--- config.mk ---
export PLATFORM = sky130hd
export DESIGN_NAME = mmio_responder
export DESIGN_NICKNAME = d
export VERILOG_FILES = /design/src/rtl/mmio_responder.sv
export SDC_FILE = /design/constraint.sdc
export NUM_CORES = 1
export LEC_CHECK = 0
export CORE_UTILIZATION = 50
export DETAILED_ROUTE_END_ITERATION = 6
export GPL_TIMING_DRIVEN = 0
export PLACE_DENSITY = 0.77
export SETUP_SLACK_MARGIN = 0.05
export SYNTH_ARGS = -nofsm -noshare
export SYNTH_HDL_FRONTEND = slang
export SYNTH_SLANG_ARGS = --single-unit
--- constraint.sdc ---
create_clock -name clk -period 8.4 [get_ports clk]
set_input_delay 1.68 -clock clk [delete_from_list [all_inputs] [get_ports clk]]
set_output_delay 1.68 -clock clk [all_outputs]
set_load 0.01 [all_outputs]
--- src/rtl/mmio_responder.sv ---
// rtl/mmio_responder.sv - bus-mapped GPIO, compare-match timer and buffered UART transmitter
module mmio_responder #(
    parameter int CLK_DIV    = 16,
    parameter int FIFO_DEPTH = 4,
    parameter int GPIO_WIDTH = 16
) (
    input  logic                  clk,
    input  logic                  rst,
    input  logic                  en,
    input  logic [3:0]            write_en,
    input  logic [31:0]           addr,
    input  logic [31:0]           write_data,
    output logic [31:0]           read_data,
    input  logic [GPIO_WIDTH-1:0] gpio_in,
    output logic [GPIO_WIDTH-1:0] gpio_out,
    output logic                  uart_tx,
    output logic                  irq
);
    localparam int PW = $clog2(FIFO_DEPTH);

    typedef enum logic [1:0] {S_IDLE, S_START, S_DATA, S_STOP} state_t;

    function automatic logic [31:0] lane_merge(input logic [31:0] old_v, input logic [31:0] new_v,
                                               input logic [3:0] we);
        logic [31:0] r;
        r = old_v;
        for (int i = 0; i < 4; i++)
            if (we[i]) r[i*8 +: 8] = new_v[i*8 +: 8];
        return r;
    endfunction

    logic [2:0]            sel;
    logic                  wr_any;
    logic [GPIO_WIDTH-1:0] gpio_meta, gpio_sync;
    logic [31:0]           gpio_wr, rdata_mux;
    logic [31:0]           count, cmp, count_next;
    logic                  t_en, t_ie, pending;
    logic                  match, ctrl_wr, en_next, ie_next, pend_next;
    logic [7:0]            fifo_mem [FIFO_DEPTH];
    logic [PW-1:0]         wr_ptr, rd_ptr;
    logic [PW:0]           occ;
    logic                  full, empty, push, pop, busy;
    state_t                state;
    logic [15:0]           baud;
    logic                  baud_end;
    logic [2:0]            bit_idx;
    logic [7:0]            shreg;

    assign sel      = addr[4:2];
    assign wr_any   = en && (write_en != 4'b0000);
    assign gpio_wr  = lane_merge(32'(gpio_out), write_data, write_en);
    assign full     = (occ == (PW+1)'(FIFO_DEPTH));
    assign empty    = (occ == '0);
    assign busy     = (state != S_IDLE);
    assign push     = en && (sel == 3'd5) && write_en[0] && !full;
    assign pop      = (state == S_IDLE) && !empty;
    assign baud_end = (baud == 16'(CLK_DIV - 1));

    always_comb begin
        rdata_mux = 32'd0;
        case (sel)
            3'd0: rdata_mux = 32'(gpio_out);
            3'd1: rdata_mux = 32'(gpio_sync);
            3'd2: rdata_mux = count;
            3'd3: rdata_mux = cmp;
            3'd4: rdata_mux = {29'd0, pending, t_ie, t_en};
            3'd6: rdata_mux = {29'd0, busy, empty, full};
            default: rdata_mux = 32'd0;
        endcase
    end

    // A bus write to COUNT beats the free-running increment; a new match beats a pending clear.
    always_comb begin
        match      = t_en && (count == cmp);
        ctrl_wr    = en && (sel == 3'd4) && write_en[0];
        count_next = count;
        if (wr_any && sel == 3'd2)
            count_next = lane_merge(count, write_data, write_en);
        else if (t_en)
            count_next = match ? 32'd0 : count + 32'd1;
        en_next   = ctrl_wr ? write_data[0] : t_en;
        ie_next   = ctrl_wr ? write_data[1] : t_ie;
        pend_next = match ? 1'b1 : ((ctrl_wr && write_data[2]) ? 1'b0 : pending);
    end

    always_ff @(posedge clk or posedge rst) begin
        if (rst) begin
            read_data <= 32'd0;
            gpio_out  <= '0;
            gpio_meta <= '0;
            gpio_sync <= '0;
            count     <= 32'd0;
            cmp       <= 32'hFFFF_FFFF;
            t_en      <= 1'b0;
            t_ie      <= 1'b0;
            pending   <= 1'b0;
            irq       <= 1'b0;
        end else begin
            gpio_meta <= gpio_in;
            gpio_sync <= gpio_meta;
            if (en) read_data <= rdata_mux;
            if (wr_any && sel == 3'd0) gpio_out <= gpio_wr[GPIO_WIDTH-1:0];
            if (wr_any && sel == 3'd3) cmp <= lane_merge(cmp, write_data, write_en);
            count   <= count_next;
            t_en    <= en_next;
            t_ie    <= ie_next;
            pending <= pend_next;
            irq     <= pend_next & ie_next;
        end
    end

    always_ff @(posedge clk) begin
        if (push) fifo_mem[wr_ptr] <= write_data[7:0];
    end

    always_ff @(posedge clk or posedge rst) begin
        if (rst) begin
            wr_ptr <= '0;
            rd_ptr <= '0;
            occ    <= '0;
        end else begin
            if (push) wr_ptr <= wr_ptr + 1'b1;
            if (pop)  rd_ptr <= rd_ptr + 1'b1;
            case ({push, pop})
                2'b10:   occ <= occ + 1'b1;
                2'b01:   occ <= occ - 1'b1;
                default: occ <= occ;
            endcase
        end
    end

    always_ff @(posedge clk or posedge rst) begin
        if (rst) begin
            state   <= S_IDLE;
            baud    <= 16'd0;
            bit_idx <= 3'd0;
            shreg   <= 8'd0;
            uart_tx <= 1'b1;
        end else begin
            case (state)
                S_IDLE: begin
                    baud    <= 16'd0;
                    uart_tx <= 1'b1;
                    if (!empty) begin
                        shreg   <= fifo_mem[rd_ptr];
                        state   <= S_START;
                        uart_tx <= 1'b0;
                    end
                end
                S_START: begin
                    if (baud_end) begin
                        baud    <= 16'd0;
                        bit_idx <= 3'd0;
                        state   <= S_DATA;
                        uart_tx <= shreg[0];
                    end else baud <= baud + 16'd1;
                end
                S_DATA: begin
                    if (baud_end) begin
                        baud <= 16'd0;
                        if (bit_idx == 3'd7) begin
                            state   <= S_STOP;
                            uart_tx <= 1'b1;
                        end else begin
                            bit_idx <= bit_idx + 3'd1;
                            shreg   <= shreg >> 1;
                            uart_tx <= shreg[1];
                        end
                    end else baud <= baud + 16'd1;
                end
                default: begin
                    if (baud_end) begin
                        baud  <= 16'd0;
                        state <= S_IDLE;
                    end else baud <= baud + 16'd1;
                end
            endcase
        end
    end
endmodule

==> impl_summary.txt, run 1 <==
----------------------------------------------------
[Logic synthesis]
  Warnings, synthesis ... 0
  FF+latch count, synth ... approximately 220
  EDFF count, synth ... 32
  Register area share after synthesis ... 0.549
  Number of cells produced by synthesis ... 908
  Async set-or-reset flop fraction in the synthesized netlist ... 0.853
  Mapped cell area ... 10300 um2
  Syn Nets ... around 1k
  Leading register cell type out of synthesis ... sky130_fd_sc_hd__dfrtp_1
  Post-Syn Area per Cell ... 11.3 um2
  Count of cell types in the netlist ... 61

[Critical path]
  Reg2reg start ... count[20]
  Worst R2R End ... count[2]
  Critical Path Sink Type ... flop
  Timing startpoint of the critical path ... addr[2]
  WP data required ... slightly below 9 ns
  Sort of element at the start of the critical path ... input port
  Logic depth of the worst register-to-register path ... 9
  Crit path arrival time ... 4.84 ns
  Max FO, Critical Path ... 10
  Kind of critical path ... in -> reg
  Worst-case register-to-register setup slack ... between 5 and 6 ns

[Clocking]
  Number of gates resized after CTS ... 0
  Sinks on Clock Net ... 217
  Later-pin clock latency in the skew report ... around 0.50 ns
  H-tree levels ... 1
  Post-CTS Setup Repair Bufs ... 0
  Num CTS Buffers ... 23
  Buffers from clock root to sink, at most ... 3
  Hold-fix buffers at CTS ... 0
  Clock tree from TritonCTS ... yes
  Clock-pin slew on the worst setup and hold paths ... around 0.06 ns
  Root Driver ... sky130_fd_sc_hd__clkbuf_16

[STA]
  RSZ-0062 raised after global routing ... no
  Max-slew violation total from the final report ... 0
  Relative slew slack ... 0.156
  Post-layout minimum cycle time ... 4.43 ns
  Worst setup slack after layout ... 3.97 ns
  Final count of hold timing violations ... 0
  Final worst-path cycle share ... 0.527
  Setup violators final ... 0
  Highest Clock Rate ... 226 MHz
  Setup total negative slack ... 0 ns
  Clock Skews ... approximately 0.0057 ns
  Slew at the pin closest to its max-slew limit ... 1.25 ns

[Detailed routing]
  Drt first pass iters ... 5
  Ratio of routed vias to standard cells ... around 6.0
  Post-Route WL ... 27100 um
  Vias after detailed routing ... 7986
  Number of remaining DRC errors ... 0
  DRC marker count from the first detailed-route iteration ... 596
  Post-route ant nets ... 0
  Mean routed wirelength per cell ... 20.4 um

[Die]
  Area of the die ... between 20000 and 25000 um2
  Die width ... 145 um
  Vertical die dimension ... 145 um
  Initial core utilization ... 0.508
  Row Count ... 52
  Core area ... 20200 um2
  Number of top-level pins ... roughly 140

[Placement]
  Buffers added on ports ... 103
  Detailed placer's ending HPWL ... 19000 um
  Cell total after placement ... between 1k and 1.5k
  Worst slack after detailed placement ... 3.49 ns
  Final estimated routing congestion in global placement ... 0.949

[Final layout]
  Final Non-Filler Cells ... 1324
  Commonest non-fill, non-tap cells in the layout ... 152 x sky130_fd_sc_hd__dfrtp_1, 103 x sky130_fd_sc_hd__clkdlybuf4s50_1, 63 x sky130_fd_sc_hd__nand2_1, 52 x sky130_fd_sc_hd__clkbuf_1, 46 x sky130_fd_sc_hd__inv_1
  Nets ... 1137
  Layout cells sized above 1 ... 0.145
  Synthesis-to-finish area growth ... 21.5%
  Most common cell after layout, fill and taps aside ... sky130_fd_sc_hd__dfrtp_1

[Hold path]
  Startpoint of the worst hold path ... gpio_meta[0]
  Min-Delay Path Depth ... 0
  Class of the worst hold path ... reg -> reg
  End point of the worst hold path ... gpio_sync[0]

[GRT]
  Met2 layer usage reported by global route ... 0.418
  Largest net degree at the start of global routing ... 123
  Met3 track utilization from global routing ... 0.0421
  Global-route wire length before repair ... 43200 um
  Vias in the first global route ... 7904
  Fraction of met1 tracks used by global routing ... 0.351
  GR Util All Layers ... 0.260
  GRT Residual Overflow ... 0
  Grt peak-use layer ... met2
  Number of antenna violations at the first check in global routing ... 1

[Power]
  Total Power ... roughly 3.6 mW
  Static power due to leakage ... 4.93 nW
  Power density over the cells ... roughly 290 nW/um2
  Worst voltage drop across the vdd grid ... roughly 0.00018 V

[Outcome]
  Status ... finished, final reports clean

[Job]
  Max-cap check violation count ... 0

----------------------------------------------------
## critical path, cell delays in order
cell                              delay, ns
sky130_fd_sc_hd__clkdlybuf4s50_1       0.55
sky130_fd_sc_hd__clkbuf_1              0.42
sky130_fd_sc_hd__nand2_1               0.15
sky130_fd_sc_hd__nor4_1                0.97
sky130_fd_sc_hd__inv_1                 0.12
sky130_fd_sc_hd__ha_1                  0.27
sky130_fd_sc_hd__inv_1                 0.08
sky130_fd_sc_hd__fa_1                  0.41
sky130_fd_sc_hd__o21ai_0               0.19
## cell usage after synthesis (12+ instances only)
cell type                  instances  area [um2]
sky130_fd_sc_hd__dfrtp_1         152        3800
sky130_fd_sc_hd__nand2_1          63         236
sky130_fd_sc_hd__clkbuf_1         51         191
sky130_fd_sc_hd__inv_1            47         176
sky130_fd_sc_hd__nand3_1          44         220
sky130_fd_sc_hd__nor2_1           43         161
sky130_fd_sc_hd__mux2_2           42         473
sky130_fd_sc_hd__xnor2_1          37         324
sky130_fd_sc_hd__dfstp_2          33         867
sky130_fd_sc_hd__o22ai_1          33         206
sky130_fd_sc_hd__edfxtp_1         32         961
sky130_fd_sc_hd__nand4_1          31         194
sky130_fd_sc_hd__and3_1           24         150
sky130_fd_sc_hd__a32oi_1          22         193
sky130_fd_sc_hd__nor4_1           21         131
sky130_fd_sc_hd__o21ai_1          21         105
sky130_fd_sc_hd__a22o_1           17         149
sky130_fd_sc_hd__a22oi_1          17         128
sky130_fd_sc_hd__xor2_1           15         131
sky130_fd_sc_hd__mux2i_1          14         140
sky130_fd_sc_hd__a221oi_1         13         114
sky130_fd_sc_hd__buf_2            13        65.1
sky130_fd_sc_hd__ha_1             12         150
## through the flow
step	util	hold WS [ns]	cell area (um2)
after CTS	0.618	0.348	12500
final	0.618	0.348	12500
after global routing	0.618	0.353	12500
after detailed placement	0.578	0.335	11700
after floorplan	-	0.331	10300
after global placement	0.576	0.332	11600
## how the worst max path moves through the flow
stage               endpoint  slack (ns)  cells after the start
floorplan            baud[0]        1.75                      1
global placement    baud[11]       -0.65                      2
detailed placement    occ[1]        3.49                      9
CTS                   occ[1]        3.95                      9
global route          occ[1]        3.65                      9
finish                occ[1]        3.97                      9
## layer usage
| metal | routed length (um) | vias up |
|---|---|---|
| li1 | - | 3606 |
| met1 | 11100 | 3932 |
| met2 | 12900 | 369 |
| met3 | 2000 | 79 |
| met4 | 1010 | 0 |
| met5 | 0 | - |
## flip-flops by register name (all words and copies together), names as in the netlist
signal,flops
gpio_sync,16
uart_tx,1
gpio_out,16
count,32
cmp,32
bit_idx,3
fifo_mem,32
read_data,32
wr_ptr,2
state,2
baud,16
shreg,8
occ,3
rd_ptr,2
irq,1
t_en,1
pending,1
t_ie,1
gpio_meta,16
## logic make-up (layout without fill, tap and decap cells)
family	after synthesis	after routing	synth area share
simple gates	269	269	0.137
flops	217	217	0.549
compound gates	167	167	0.117
buf+inv	115	260	0.0441
mux	75	75	0.0916
xor+xnor	52	52	0.0444
fa+ha+maj	13	13	0.0166
other cells	0	1	0
## cell type report
class                   count  area, um2
flip-flops and latches    217       5630
well taps                 270        338
diodes                      1       2.50
plain buffers              67        272
repair buffers            104       1060
fillers                  1644       7710
clock buffers              32        701
inverters                  48        188
clock inverters             9        103
multi-input cells         576       4170
## power by group
part | switching [mW] | total [mW] | leakage, nW | internal, mW
clock | 0.412 | 1.05 | 0.403 | 0.643
combinational | 0.618 | 1.09 | 2.06 | 0.471
sequential | 0.149 | 1.43 | 2.46 | 1.28
Note: power is estimated with default switching activity, not from simulation.
==> inputs of run 2 (changes only) <==
==> constraint.sdc (replaced) <==
create_clock -name clk -period 4.2 [get_ports clk]
set_input_delay 0.84 -clock clk [delete_from_list [all_inputs] [get_ports clk]]
set_output_delay 0.84 -clock clk [all_outputs]
set_load 0.01 [all_outputs]
==> run 2 against run 1 <==
- sequential cell count did not move
- sequential share of layout area fell by 0.40 points
- design area rose by 0.90%
- global-route usage fell by 0.53 points
- routed wire length fell by 1.5%
- count of clock-buffer cells in the layout did not move
- via count fell by 1.3%
- critical path depth rose by 2
- setup slack got worse by 3.3 ns
- clock skew rose by 0.0076 ns
- worst hold slack got worse by 0.0086 ns
- largest cell class unchanged
==> impl_summary.txt, run 2 (same netlist as run 1, synthesis figures left out) <==
----------------------------------------------------
[Outcome]
  Status ... finished, final reports clean

[STA]
  Setup violators final ... 0
  Max-slew violation total from the final report ... 0
  Worst setup slack after layout ... 0.650 ns
  Clock Skews ... 0.0133 ns
  RSZ-0062 raised after global routing ... no
  Highest Clock Rate ... approximately 280 MHz
  Final worst-path cycle share ... 0.845
  Slew at the pin closest to its max-slew limit ... between 1 and 1.5 ns
  Post-layout minimum cycle time ... 3.55 ns
  Relative slew slack ... 0.157
  Worst hold slack ... 0.339 ns
  Final count of hold timing violations ... 0
  Setup total negative slack ... 0 ns

[Detailed routing]
  Post-route ant nets ... 0
  Post-Route WL ... 26700 um
  Drt first pass iters ... 6
  DRC marker count from the first detailed-route iteration ... 646
  Mean routed wirelength per cell ... 20.0 um
  Ratio of routed vias to standard cells ... 5.92
  Number of remaining DRC errors ... 0
  Vias after detailed routing ... approximately 7.9k

[Final layout]
  Most common cell after layout, fill and taps aside ... sky130_fd_sc_hd__dfrtp_1
  Footprint of the flip-flops and latches ... 5630 um2
  Synthesis-to-finish area growth ... 22.6%
  Layout cells sized above 1 ... 0.145
  Fill cell instance count of the final layout ... 1631
  Commonest non-fill, non-tap cells in the layout ... 152 x sky130_fd_sc_hd__dfrtp_1, 103 x sky130_fd_sc_hd__clkdlybuf4s50_1, 63 x sky130_fd_sc_hd__nand2_1, 55 x sky130_fd_sc_hd__clkbuf_1, 46 x sky130_fd_sc_hd__inv_1
  Combined area of the multi-input logic cells ... 4170 um2
  Utilization after layout ... 0.624
  Nets ... 1142

[Power]
  Worst voltage drop across the vdd grid ... 0.000383 V
  Power density over the cells ... 575 nW/um2
  Static power due to leakage ... 4.96 nW

[Critical path]
  Max FO, Critical Path ... 10
  Sequence of cells on the critical path ... clkdlybuf4s50_1 > clkbuf_1 > nand2_1 > nor4_1 > inv_1 > ha_1 > inv_1 > fa_1 > xor2_1 > nor2_1 > xor2_1
  Slowest CP cell ... sky130_fd_sc_hd__nor4_1
  Critical Path Sink Type ... flop
  Delay of the slowest critical-path stage ... 0.97 ns
  Dominant delay contributor by cell family on the critical path ... simple AND/OR/NAND/NOR gates
  WP data required ... around 4.6 ns
  Timing startpoint of the critical path ... addr[2]
  Kind of critical path ... in -> reg
  Crit path arrival time ... 3.94 ns
  Sort of element at the start of the critical path ... input port
  Buf/Inv on CP ... 4
  Reg2reg start ... occ[0]

[Die]
  Vertical die dimension ... 145 um
  Die width ... 145 um
  Core area ... 20200 um2
  Number of top-level pins ... 137
  Initial core utilization ... 0.508
  Area of the die ... 21100 um2
  Row Count ... 52

[GRT]
  Global-route wire length before repair ... 42300 um
  Largest net degree at the start of global routing ... between 40 and 50
  Vias in the first global route ... 7635
  Number of antenna violations at the first check in global routing ... 2
  GR Util All Layers ... 0.254
  GRT Residual Overflow ... 0

[Clocking]
  Number of gates resized after CTS ... 0
  Root Driver ... sky130_fd_sc_hd__clkbuf_16
  Sinks on Clock Net ... around 220
  Clock-pin slew on the worst setup and hold paths ... about 0.06 ns
  Num CTS Buffers ... 24
  Clock tree from TritonCTS ... yes
  Later-pin clock latency in the skew report ... between 0.5 and 0.6 ns
  Hold-fix buffers at CTS ... 0
  Post-CTS Setup Repair Bufs ... 0
  H-tree levels ... 1
  Buffers from clock root to sink, at most ... 3

[Placement]
  Final estimated routing congestion in global placement ... between 0.9 and 1
  Detailed placer's ending HPWL ... 18900 um
  Worst slack after detailed placement ... 0.153 ns
  Buffers added on ports ... a little over 100

[Hold path]
  Class of the worst hold path ... reg -> reg
  Startpoint of the worst hold path ... gpio_meta[12]

[Job]
  Max-cap check violation count ... 0

----------------------------------------------------
run 2: cell types whose count changed in the layout (fill, tap and decap cells not counted), moves of 2 or more:
cell,before,now
sky130_fd_sc_hd__clkbuf_1,52,55
sky130_fd_sc_hd__clkinv_1,0,2
sky130_fd_sc_hd__bufinv_16,2,4
sky130_fd_sc_hd__clkbuf_8,7,3
sky130_fd_sc_hd__clkinvlp_4,0,2
sky130_fd_sc_hd__buf_12,0,4
sky130_fd_sc_hd__clkinv_4,2,0
run 2: per-layer routing:
layer	global-route usage	routed length, um	up-vias
met5	0	0	-
met2	0.412	12600	325
met4	0.0947	1020	0
met1	0.348	11300	3884
li1	-	-	3598
met3	0.0384	1780	73
run 2: worst register-to-register path: cells and delay by family, from the launching register on:
family	cells	cell delay [ns]
and+or+nand+nor	3	1.27
adders and majority gates	2	0.46
xor gates and xnor gates	2	0.28
DFF	1	0.40
buffers and inverters	3	0.28
run 2: final cells by class:
type / instances / share of cell area
well taps: 270 / 0.0269
inverters: 48 / 0.0146
clock buffers: 32 / 0.0542
multi-input cells: 576 / 0.332
flip-flops and latches: 217 / 0.448
repair buffers: 108 / 0.0905
plain buffers: 67 / 0.0216
clock inverters: 11 / 0.0123
diodes: 2 / 0.000398
run 2: worst paths after layout:
check,cells past startpoint,to,slack [ns]
setup / recovery,11,occ[2],0.65
hold / removal,0,gpio_sync[12],0.34
setup reg to reg,10,occ[2],1.39
hold reg to reg,0,gpio_sync[12],0.34
max in group asynchronous,5,uart_tx,2.38
min in group asynchronous,2,gpio_meta[9],0.74
run 2: per-stage QoR:
step                      std cells  power, mW  instance area (um2)
after floorplan                 908       4.30                10300
after global placement         1281       4.94                11600
after detailed placement       1286       5.02                11700
after CTS                      1329       7.25                12600
after global routing           1331       7.58                12600
final                          1331       7.23                12600
run 2: power breakdown:
part	switching, mW	total [mW]	internal [mW]
Clock	0.831	2.21	1.38
Sequential	0.294	2.85	2.55
Combinational	1.23	2.17	0.947
==> inputs of run 3 (changes only) <==
==> constraint.sdc (replaced) <==
create_clock -name clk -period 3.4 [get_ports clk]
set_input_delay 0.68 -clock clk [delete_from_list [all_inputs] [get_ports clk]]
set_output_delay 0.68 -clock clk [all_outputs]
set_load 0.01 [all_outputs]
==> run 3 against run 2 <==
- sequential cell count did not move
- clock power increased by 24%
- first-iteration DRC count fell by 3.7%
- sequential share of layout area is essentially flat
- worst hold slack lost 0.0013 ns
- critical endpoint unchanged
- largest cell class unchanged
- largest power group unchanged
==> impl_summary.txt, run 3 (same netlist as run 1, synthesis figures left out) <==
----------------------------------------------------
[Final layout]
  Final Non-Filler Cells ... roughly 1.3k
  Synthesis-to-finish area growth ... 22.7%
  Nets ... 1142
  Most common cell after layout, fill and taps aside ... sky130_fd_sc_hd__dfrtp_1
  Commonest non-fill, non-tap cells in the layout ... 152 x sky130_fd_sc_hd__dfrtp_1, 103 x sky130_fd_sc_hd__clkdlybuf4s50_1, 63 x sky130_fd_sc_hd__nand2_1, 55 x sky130_fd_sc_hd__clkbuf_1, 46 x sky130_fd_sc_hd__inv_1
  Layout cells sized above 1 ... 0.146

[Job]
  Max-cap check violation count ... 0

[Critical path]
  Logic depth of the worst register-to-register path ... 9
  Slowest CP cell ... sky130_fd_sc_hd__nor4_2
  Sequence of cells on the critical path ... clkdlybuf4s50_1 > clkbuf_1 > nand2_1 > nor4_2 > inv_1 > ha_1 > inv_1 > fa_1 > xor2_1 > nor2_1 > xor2_1
  Dominant delay contributor by cell family on the critical path ... buffers and inverters
  Reg2reg start ... count[20]
  Buf/Inv on CP ... 4
  Sort of element at the start of the critical path ... input port
  Max FO, Critical Path ... 10
  Worst R2R End ... count[5]
  Kind of critical path ... in -> reg
  Delay of the slowest critical-path stage ... 0.62 ns
  Crit path arrival time ... around 3.4 ns
  WP data required ... 3.79 ns
  Critical Path Sink Type ... flop
  Worst-case register-to-register setup slack ... 0.63 ns

[Clocking]
  Hold-fix buffers at CTS ... 0
  Number of gates resized after CTS ... 1
  Later-pin clock latency in the skew report ... 0.52 ns
  Clock-pin slew on the worst setup and hold paths ... around 0.06 ns
  H-tree levels ... 1
  Root Driver ... sky130_fd_sc_hd__clkbuf_16
  Clock tree from TritonCTS ... yes
  Post-CTS Setup Repair Bufs ... 0
  Num CTS Buffers ... 24
  Buffers from clock root to sink, at most ... 3
  Sinks on Clock Net ... 217

[STA]
  Worst setup slack after layout ... ~0.38 ns
  RSZ-0062 raised after global routing ... no
  Slew at the pin closest to its max-slew limit ... about 0.83 ns
  Final count of hold timing violations ... 0
  Setup violators final ... 0
  Max-slew violation total from the final report ... 0
  Highest Clock Rate ... about 330 MHz
  Worst hold slack ... between 0.3 and 0.4 ns
  Setup total negative slack ... 0 ns
  Clock Skews ... 0.0148 ns
  Final worst-path cycle share ... 0.888
  Post-layout minimum cycle time ... 3.02 ns
  Relative slew slack ... 0.441

[Power]
  Worst voltage drop across the vdd grid ... 0.000474 V
  Int Power ... 6.03 mW
  Net switching fraction of the power ... 0.325
  Power density over the cells ... 710 nW/um2
  Comb power frac ... 0.301
  Net switching power ... 2.91 mW
  Fraction of power consumed by sequential logic ... 0.394
  Static power due to leakage ... 4.96 nW
  Clk pwr share ... 0.305

[Die]
  Vertical die dimension ... 145 um
  Initial core utilization ... 0.508
  Area of the die ... 21100 um2
  Row Count ... 52
  Core area ... 20200 um2
  Die width ... 145 um
  Number of top-level pins ... approximately 140

[Placement]
  Buffers added on ports ... 103
  Worst slack after detailed placement ... -0.487 ns
  Detailed placer's ending HPWL ... 18900 um
  Final estimated routing congestion in global placement ... 0.959
  Cell total after placement ... 1286

[Detailed routing]
  Post-Route WL ... 26800 um
  Ratio of routed vias to standard cells ... 5.93
  Post-route ant nets ... 0
  Drt first pass iters ... 6
  DRC marker count from the first detailed-route iteration ... 622
  Vias after detailed routing ... 7889
  Mean routed wirelength per cell ... 20.1 um
  Number of remaining DRC errors ... 0

[Hold path]
  End point of the worst hold path ... gpio_sync[12]
  Class of the worst hold path ... reg -> reg
  Startpoint of the worst hold path ... gpio_meta[12]
  Min-Delay Path Depth ... 0

[GRT]
  Global-route wire length before repair ... about 42000 um
  Number of antenna violations at the first check in global routing ... 2
  GR Util All Layers ... 0.254
  Vias in the first global route ... 7631
  Largest net degree at the start of global routing ... 41
  GRT Residual Overflow ... 0

[Outcome]
  Status ... finished, final reports clean

----------------------------------------------------
-- run 3: final cells by class --
class | instances | area (um2)
Inverter | 48 | 184
Buffer | 67 | 272
Clock buffer | 32 | 682
Multi-Input combinational cell | 576 | 4180
Clock inverter | 11 | 155
Antenna cell | 2 | 5.00
Tap cell | 270 | 338
Fill cell | 1630 | 7590
Sequential cell | 217 | 5630
Timing Repair Buffer | 108 | 1140
-- run 3: routing by layer --
layer | GRT usage | vias up | part of all wire
met3 | 0.0384 | 78 | 0.065
met4 | 0.0947 | 0 | 0.039
met1 | 0.348 | 3888 | 0.42
li1 | - | 3595 | -
met2 | 0.412 | 328 | 0.47
met5 | 0 | - | 0
-- run 3: power by group through the flow --
stage	clock, mW	combinational (mW)	sequential [mW]
after floorplan	0	1.81	3.50
after global placement	0	2.57	3.54
after detailed placement	0	2.65	3.55
after CTS	2.76	2.67	3.51
after global routing	2.87	2.93	3.57
final	2.73	2.69	3.52
-- run 3: worst max-delay path by stage --
stage / startpoint / endpoint / slack [ns] / depth (start not counted)
3_5_place_dp: addr[2] / occ[2] / -0.49 / 11
2_1_floorplan: rst / baud[0] / 0.37 / 1
3_3_place_gp: rst / baud[11] / -1.08 / 2
4_1_cts: addr[2] / occ[2] / 0.42 / 11
5_1_grt: addr[2] / occ[2] / 0.14 / 11
6_report: addr[2] / occ[2] / 0.38 / 11
-- run 3: metrics by stage --
stage | total power, mW | instance area (um2) | utilization
finish | 8.94 | 12600 | 0.624
global placement | 6.10 | 11600 | 0.576
global route | 9.37 | 12600 | 0.624
CTS | 8.95 | 12600 | 0.624
floorplan | 5.31 | 10300 | -
detailed placement | 6.20 | 11700 | 0.582
